===== src/rtl/noc_pkg.sv =====
// Shared NoC definitions: VC count, flit-type encodings and a one-hot decoder.
package noc_pkg;

  // Virtual channels per router port.
  localparam int CN = 4;

  // Flit-type encodings carried in the flit header field.
  typedef enum logic [1:0] {
    FLIT_HEAD   = 2'b00,
    FLIT_BODY   = 2'b01,
    FLIT_TAIL   = 2'b10,
    FLIT_SINGLE = 2'b11
  } flit_type_e;

  // Index of the set bit of a one-hot vector (0 when the vector is zero).
  // Shifts instead of variable bit-selects so the loop body stays constant-indexed.
  function automatic int onehot_to_idx(input logic [31:0] oh);
    logic [31:0] v;
    int          idx;
    v   = oh;
    idx = 0;
    for (int k = 0; k < 32; k++) begin
      if (v[0]) idx = k;
      v = v >> 1;
    end
    return idx;
  endfunction

endpackage


===== src/rtl/rr_arbiter.sv =====
// Combinational round-robin pick: first request at or after ptr, wrapping.
// The pointer register lives in the parent.
module rr_arbiter #(
  parameter int N  = 4,
  parameter int PW = (N > 1) ? $clog2(N) : 1
) (
  input  logic [N-1:0]  req,
  input  logic [PW-1:0] ptr,
  output logic [N-1:0]  gnt
);

  logic [N-1:0] mask_hi;
  logic [N-1:0] req_hi;
  logic [N-1:0] src;

  // Thermometer mask of positions at or above the pointer.
  generate
    for (genvar gi = 0; gi < N; gi++) begin : g_mask
      assign mask_hi[gi] = ((PW+1)'(gi) >= {1'b0, ptr});
    end
  endgenerate

  // Prefer requests at/after the pointer; otherwise wrap to the lowest request.
  assign req_hi = req & mask_hi;
  assign src    = (|req_hi) ? req_hi : req;
  // Isolate the lowest set bit.
  assign gnt    = src & (~src + N'(1));

endmodule


===== src/rtl/gather_vc_allocator.sv =====
// Output-VC allocator for one router output port. Two-stage separable
// round-robin allocation (input picks a VC, VC picks an input), zero-cycle
// grant, VC held busy until its tail flit departs.
module gather_vc_allocator
  import noc_pkg::*;
#(
  parameter int NI = 5,
  parameter int CN = noc_pkg::CN,
  parameter int IW = $clog2(NI)
) (
  input  logic             clk,
  input  logic             rst,
  input  logic [NI*CN-1:0] req_vc,
  output logic [NI*CN-1:0] sel_out_vc,
  output logic [NI-1:0]    vc_granted,
  input  logic [CN-1:0]    vc_release,
  output logic [CN-1:0]    vc_busy,
  output logic [CN*IW-1:0] vc_owner,
  output logic             err_release
);

  localparam int CW = $clog2(CN);

  // Registered allocation state and its next values.
  logic [CN-1:0]          vc_busy_reg, vc_busy_next;
  logic [CN-1:0][IW-1:0]  vc_owner_reg, vc_owner_next;
  logic [CN-1:0][IW-1:0]  vp_reg, vp_next;
  logic [NI-1:0][CW-1:0]  ip_reg, ip_next;
  logic                   err_release_reg, err_release_next;

  // Stage-1 (per input) and stage-2 (per VC) arbitration signals.
  logic [NI-1:0][CN-1:0]  eligible;
  logic [NI-1:0][CN-1:0]  pick;
  logic [NI-1:0][CN-1:0]  sel_raw;
  logic [CN-1:0][NI-1:0]  cand;
  logic [CN-1:0][NI-1:0]  win;

  generate
    for (genvar gi = 0; gi < NI; gi++) begin : g_input
      logic [CW-1:0] pick_idx;

      // Only free VCs are eligible; a VC released this cycle is still busy.
      assign eligible[gi] = req_vc[gi*CN +: CN] & ~vc_busy_reg;

      rr_arbiter #(.N(CN)) u_in_arb (
        .req (eligible[gi]),
        .ptr (ip_reg[gi]),
        .gnt (pick[gi])
      );

      // Input pointer advances past the VC just won; explicit wrap at CN-1.
      assign pick_idx    = CW'(onehot_to_idx(32'(pick[gi])));
      assign ip_next[gi] = (|sel_raw[gi])
                         ? ((pick_idx == CW'(CN-1)) ? '0 : pick_idx + CW'(1))
                         : ip_reg[gi];

      // Grants are suppressed while reset is held.
      assign sel_out_vc[gi*CN +: CN] = rst ? '0 : sel_raw[gi];
      assign vc_granted[gi]          = |sel_out_vc[gi*CN +: CN];

      // Transpose between input-major and VC-major views.
      for (genvar gj = 0; gj < CN; gj++) begin : g_xpose
        assign cand[gj][gi]    = pick[gi][gj];
        assign sel_raw[gi][gj] = win[gj][gi];
      end
    end

    for (genvar gi = 0; gi < CN; gi++) begin : g_vc
      logic [IW-1:0] win_idx;
      logic          win_any;

      // Losers of this VC get nothing this cycle (no fallback).
      rr_arbiter #(.N(NI)) u_vc_arb (
        .req (cand[gi]),
        .ptr (vp_reg[gi]),
        .gnt (win[gi])
      );

      assign win_any = |win[gi];
      assign win_idx = IW'(onehot_to_idx(32'(win[gi])));

      // Grant sets busy; release clears it only if no grant (grant needs busy=0).
      assign vc_busy_next[gi]  = win_any ? 1'b1
                               : (vc_release[gi] ? 1'b0 : vc_busy_reg[gi]);
      assign vc_owner_next[gi] = win_any ? win_idx : vc_owner_reg[gi];
      // VC pointer moves past the winner; explicit wrap at NI-1.
      assign vp_next[gi]       = win_any
                               ? ((win_idx == IW'(NI-1)) ? '0 : win_idx + IW'(1))
                               : vp_reg[gi];
    end
  endgenerate

  // Releasing a VC that is not busy is a protocol error; sticky until reset.
  assign err_release_next = err_release_reg | (|(vc_release & ~vc_busy_reg));

  // State register with asynchronous reset.
  always_ff @(posedge clk or posedge rst) begin
    if (rst) begin
      vc_busy_reg     <= '0;
      vc_owner_reg    <= '0;
      vp_reg          <= '0;
      ip_reg          <= '0;
      err_release_reg <= 1'b0;
    end else begin
      vc_busy_reg     <= vc_busy_next;
      vc_owner_reg    <= vc_owner_next;
      vp_reg          <= vp_next;
      ip_reg          <= ip_next;
      err_release_reg <= err_release_next;
    end
  end

  assign vc_busy     = vc_busy_reg;
  assign vc_owner    = vc_owner_reg;
  assign err_release = err_release_reg;

endmodule

===== config.mk =====
export PLATFORM = sky130hd
export DESIGN_NAME = gather_vc_allocator
export DESIGN_NICKNAME = d
export VERILOG_FILES = /design/src/rtl/noc_pkg.sv /design/src/rtl/rr_arbiter.sv /design/src/rtl/gather_vc_allocator.sv
export SDC_FILE = /design/constraint.sdc
export NUM_CORES = 1
export LEC_CHECK = 0
export CORE_MARGIN = 10
export CORE_UTILIZATION = 47
export CTS_CLUSTER_DIAMETER = 30
export DETAILED_ROUTE_END_ITERATION = 6
export GPL_TIMING_DRIVEN = 1
export HOLD_SLACK_MARGIN = 0.15
export PLACE_DENSITY = 0.73
export SLEW_MARGIN = 10
export SYNTH_ARGS = -nofsm -noshare
export SYNTH_HDL_FRONTEND = slang
export SYNTH_SLANG_ARGS = --single-unit
export TNS_END_PERCENT = 5

===== constraint.sdc =====
create_clock -name clk -period 3 [get_ports clk]
set_input_delay 0.45 -clock clk [delete_from_list [all_inputs] [get_ports clk]]
set_output_delay 0.45 -clock clk [all_outputs]
set_load 0.01 [all_outputs]

# --- After elaboration in Yosys (flattened, before gate mapping) ---
# Index checks and enable logic that the tools add are counted.
word_totals:
  ff_bits: 39
  inputBits: 26
  out_inout_bits: 42
  elab_cells: 205
op_classes:
  addsub: 18
  magnitude_cmp: 35
  eq_ne: 9
  mux: 62
  n_bitwise: 35
  n_reduce_logical: 28
ops:
  columns: ["operator", "n"]
  rows:
  - ["$and A4 B4 Y4", 16]
  - ["$reduce_or A4 Y1", 16]
  - ["$mux W3", 14]
  - ["$and A5 B5 Y5", 8]
  - ["$mux W4", 10]
  - ["$reduce_or A5 Y1", 8]
  - ["$mux W2", 17]
  - ["$ge A1 B3 Y1 const A", 8]
  - ["$ge A2 B3 Y1 const A", 8]
  - ["$not A4 Y4", 6]
  - ["$add A4 B1 Y4 const B", 5]
  - ["$add A5 B1 Y5 const B", 4]
  - ["$ge A1 B2 Y1 const A", 10]
  - ["$mux W5", 4]
  - ["$not A5 Y5", 4]
  - ["$mux W1", 17]
  - ["$add A3 B1 Y3 const B", 4]
  - ["$eq A3 B3 Y1 const B", 4]
  - ["$ge A3 B3 Y1 const A", 4]
  - ["$add A2 B1 Y2 const B", 5]
  - ["$eq A2 B2 Y1 const B", 5]
  - ["$ge A2 B2 Y1 const A", 5]
  - ["$reduce_bool A2 Y1", 4]
  - ["$or A1 B1 Y1", 1]

# --- Longest topological paths before layout ---
logic_depth:
  ltp_word: 20
  mapped_depth: 12
  mapped_depth_nobuf: 10

# --- Hierarchy ---
# A second synthesis with hierarchy kept.
unflattened:
  cells_unflattened: 407
  hier_area_um2: 3508.4
by_module_without_submodules:
  columns: ["mod", "n_inst", "cells_per_inst", "area_each_um2", "seq_area_each_um2"]
  rows:
  - ["gather_vc_allocator", 1, 211, 2114.5, 975.9]
  - ["rr_arbiter (g_vc[0].u_vc_arb ...)", 4, 29, 214.0, 0.0]
  - ["rr_arbiter (g_input[0].u_in_arb ...)", 5, 16, 107.6, 0.0]

# --- Least setup slack after synthesis ---
# Ideal clock, no wire load.
synth_timing:
  kind: "reg2out"
  from: "register vc_busy_reg[3], in the netlist vc_busy[3]"
  to: "output vc_granted[3]"
  arrival_time_ns: 2.355
  required_ns: 2.550
  path_slack_ns: 0.195
  stages_incl_launch_ff: 9
  path_buffers: 0
  path_cell_list: "dfrtp_1 nand2b_4 a21oi_1 o32ai_2 or4_4 a32oi_2 o21ai_2 o211a_1 a21oi_1"
synth_between:
  elab_chain_len: 16
  elab_cells_between_ends: 62
  classes_between: "9 x add/sub; 10 x mux; 33 x bitwise; 10 x reduce/logical"
synth_lines:
  columns: ["item", "line", "rtl"]
  rows:
  - ["from (decl)", "gather_vc_allocator.sv:25", "logic [CN-1:0] vc_busy_reg, vc_busy_next;"]
  - ["from (signal assigned)", "gather_vc_allocator.sv:105", "vc_busy_reg <= vc_busy_next;"]
  - ["$not A4 Y4 (*)", "gather_vc_allocator.sv:43", "assign eligible[gi] = req_vc[gi*CN +: CN] & ~vc_busy_reg;"]
  - ["$and A4 B4 Y4", "gather_vc_allocator.sv:43", null]
  - ["$and A4 B4 Y4", "rr_arbiter.sv:24", "assign req_hi = req & mask_hi;"]
  - ["$reduce_or A4 Y1", "rr_arbiter.sv:25", "assign src = (|req_hi) ? req_hi : req;"]
  - ["$mux W4", "rr_arbiter.sv:25", null]
  - ["$not A4 Y4", "rr_arbiter.sv:27", "assign gnt = src & (~src + N'(1));"]
  - ["$add A4 B1 Y4", "rr_arbiter.sv:27", null]
  - ["$and A4 B4 Y4", "rr_arbiter.sv:27", null]
  - ["$and A5 B5 Y5", "rr_arbiter.sv:24", null]
  - ["$reduce_or A5 Y1", "rr_arbiter.sv:25", null]
  - ["$mux W5", "rr_arbiter.sv:25", null]
  - ["$not A5 Y5", "rr_arbiter.sv:27", null]
  - ["$add A5 B1 Y5", "rr_arbiter.sv:27", null]
  - ["$and A5 B5 Y5", "rr_arbiter.sv:27", null]
  - ["$mux W4 (*)", "gather_vc_allocator.sv:58", "assign sel_out_vc[gi*CN +: CN] = rst ? '0 : sel_raw[gi];"]
  - ["$reduce_or A4 Y1 (*)", "gather_vc_allocator.sv:59", "assign vc_granted[gi] = |sel_out_vc[gi*CN +: CN];"]
  - ["to (decl)", "gather_vc_allocator.sv:15", "output logic [NI-1:0] vc_granted,"]
# Every way passes the cells marked *; elsewhere a longest branch is shown, timed or not.

# --- Worst setup path in the final report ---
layout_timing:
  from: "register vc_busy_reg[2], in the netlist vc_busy[2]"
  to: "output vc_granted[2]"
# The elaborated chain is that of the path after synthesis.

==> impl_metrics.env <==
export IMPL_critPathBufInv=3
export IMPL_hold_viol_final=0
export IMPL_period_needed_ns=3.344
export IMPL_drc=0
export IMPL_numCtsBuffers=5
export IMPL_synth_edf_count=0
export IMPL_crit_end="vc_granted[2]"
export IMPL_multi_input_area_um2=3122
export IMPL_finalMaxSlewViolations=0
export IMPL_grt_overflow=0
export IMPL_avgViaCountPerCell=6.162
export IMPL_async_flop_share=1.000
export IMPL_crit_path_start_kind="flop"
export IMPL_io_buffers=67
export IMPL_critPathRequiredTime_ns=2.55
export IMPL_root_buffer="clkbuf_8"
export IMPL_min_path_type="flop to flop"
export IMPL_nNetsFinal=742
export IMPL_grt_pass1_wl_mm=25.60
export IMPL_finalNonFillerCells=813
export IMPL_crit_slowest_cell="dfrtp_2"
export IMPL_numClockSinks=39
export IMPL_p_per_area_nw_per_um2=1162
export IMPL_synth_nets=495
export IMPL_num_rows=32
export IMPL_wire_per_inst_um=21.36
export IMPL_drive_above_1_share=0.4895
export IMPL_antenna_found_initial=0
export IMPL_routed_wirelength_mm=17.36
export IMPL_cts_tree="yes"
export IMPL_regToRegEndpoint="ip_reg[4]"
export IMPL_crit_family="simple AND/OR/NAND/NOR gates"
export IMPL_syn_avg_cell_area_um2=7.883
export IMPL_antenna_cells=0
export IMPL_rsz0062_at_grt="yes"
export IMPL_grt_total_usage=0.2754
export IMPL_clk_latency_ns=0.32
export IMPL_n_fill_cell=417
export IMPL_cpPeakStageDelay_ns=0.49
export IMPL_dp_hpwl_mm=12.05
export IMPL_path_max_fanout=5
export IMPL_skew_ns=0.02064
export IMPL_ff2ff_setup_slack_ns=-0.33
export IMPL_grt_max_degree=27
export IMPL_syn2layout_area_growth_pct=79.50
export IMPL_first_iter_violations=508
export IMPL_worstSetupStartpoint="vc_busy[2]"
export IMPL_setup_ws_ns=-0.3438
export IMPL_num_vias=5010
export IMPL_p_leak_nw=3.033
export IMPL_cp_end_kind="output port"
export IMPL_drt_antenna_violating_nets=0
export IMPL_num_io_pins=68
export IMPL_ys_ff_latch=39
export IMPL_synth_cell_types=83
export IMPL_r2r_cells=16
export IMPL_fp_dieW_um=108.1
export IMPL_setup_viol=29
export IMPL_path_class="flop to output port"
export IMPL_synth_seq_area_share=0.2674
export IMPL_start_util=0.4773
export IMPL_violations="setup timing"
export IMPL_outcome="finished, violations left"
export IMPL_path_clk_slew_ns=0.11
export IMPL_worst_slew_pin_slew_ns=0.5642
export IMPL_htreeDepth=2
export IMPL_die_area_um2=11690
export IMPL_gp_congestion=1.002
export IMPL_peakVddDrop_mv=0.6682
export IMPL_regArea_um2=980.9
export IMPL_coreArea_um2=7647
export IMPL_placedCellCount=766
export IMPL_synthFlopType="dfrtp_1"
export IMPL_pre_cts_slack_ns=-0.7784
export IMPL_max_cap_violations=0
export IMPL_grt_pass1_vias=4912
export IMPL_dr_pass1_iters=7
export IMPL_crit_top_cell="buf_6"
export IMPL_arrival_ns=2.89
export IMPL_worstReg2RegStart="vc_busy[2]"
export IMPL_ctsHoldBuffers=0
export IMPL_cts_path_max_buffers=2
export IMPL_path_cells="buf_6 > nand3b_1 > a21oi_2 > or3_4 > a311o_1 > or2_4 > o21ai_4 > nand4_1 > buf_4 > and2_4 > buf_6"
export IMPL_timing_fmax_mhz=299.1
export IMPL_die_h_um=108.1
export IMPL_synthCells=463
export IMPL_netlist_area_um2=3650
export IMPL_post_route_period_util=1.115
export IMPL_ys_warn_count=0
export IMPL_critical_path_cell_count=11
export IMPL_relSlewSlack=0.6210
[cell usage in the layout, fill, tap and decap left out, drive strengths merged, types with 6 or more instances in the layout]
cell,instances
nand2b,24
clkbuf,9
nor4,8
nand3b,6
inv,18
a21boi,6
nor3,17
dlygate4sd2,8
nand3,14
a21oi,47
dfrtp,39
or3,8
nor2b,14
o21ai,27
ha,6
o211ai,6
nand2,52
a31o,7
nor2,39
buf,200
clkdlybuf4s50,33
and2,10
clkdlybuf4s15,11
[synthesized netlist by cell type, drive strengths merged, types with 7 or more instances]
cell type  count  share of area
nor2          39          0.040
a21oi         47          0.068
inv           18          0.019
nor3          17          0.026
buf            7          0.011
clkbuf        11          0.012
nand2b        24          0.050
o21ai         27          0.039
nand2         52          0.053
nor4           8          0.017
nor2b         14          0.024
dfrtp         39           0.27
and2          10          0.017
nand3         14          0.019
a31o           7          0.017
or3            8          0.014
[cells by family after synthesis]
logic type	count (synthesis)	synth area share
buffers and inverters	36	0.04079
muxes	6	0.01783
adders and majority gates	6	0.02057
AOI/OAI and AO/OA	166	0.3411
DFF	39	0.2674
and+or+nand+nor	210	0.3123
[stage by stage]
stage	cell area (um2)	utilization	hold WS, ns	power, mW	setup TNS, ns
floorplan	3650	-	0.5166	3.371	0
global placement	5520	0.7219	0.4620	5.508	-15.58
detailed placement	5520	0.7219	0.4658	5.628	-17.44
CTS	6311	0.8253	0.4946	7.084	-5.144
global route	6551	0.8567	0.5070	8.008	-8.364
finish	6551	0.8567	0.4974	7.614	-6.118
[layer usage]
metal	wire length, um	vias to the layer above	global-route usage
met5	0	-	0
met4	925	0	0.1231
li1	-	2227	-
met3	1577	85	0.05651
met2	8237	308	0.4651
met1	6623	2390	0.3296
[worst register-to-register path: stages, from the launching register on]
cell	delay [ns]
dfrtp_2	0.49
buf_6	0.14
nand3b_1	0.12
a21oi_2	0.08
or3_4	0.39
a311o_1	0.39
or2_4	0.26
o21ai_4	0.17
nand4_1	0.14
buf_4	0.16
buf_6	0.10
buf_6	0.10
buf_6	0.10
buf_6	0.10
buf_6	0.10
buf_6	0.11
mux2_4	0.29
[final cells by class]
cell class,count,share of cell area
clock buffer,6,0.01261
clock inverter,2,0.005348
inverter,18,0.01031
multi-input combinational,388,0.4765
sequential,39,0.1497
tap,102,0.01948
timing repair buffer,258,0.3260
[where the power goes]
group	total, mW	internal (mW)	switching [mW]
clock network	0.496	0.270	0.226
logic	6.06	3.09	2.97
registers	1.06	0.775	0.283
[worst min path at each step]
stage            startpoint           end  depth (start not counted)
2_1_floorplan   err_release   err_release                          1
3_3_place_gp    err_release   err_release                          1
3_5_place_dp   vc_owner[10]  vc_owner[10]                          1
4_1_cts        vc_owner[10]  vc_owner[10]                          1
5_1_grt        vc_owner[10]  vc_owner[10]                          1
6_report       vc_owner[10]  vc_owner[10]                          1
[what timing repair did]
item,4_1_cts,5_1_grt
cloned,0,0
buffers inserted,34,6
gates resized for setup,184,49
endpoints found under the setup margin,29,32
pin swaps,45,29
Note: power is estimated with default switching activity, not from simulation.
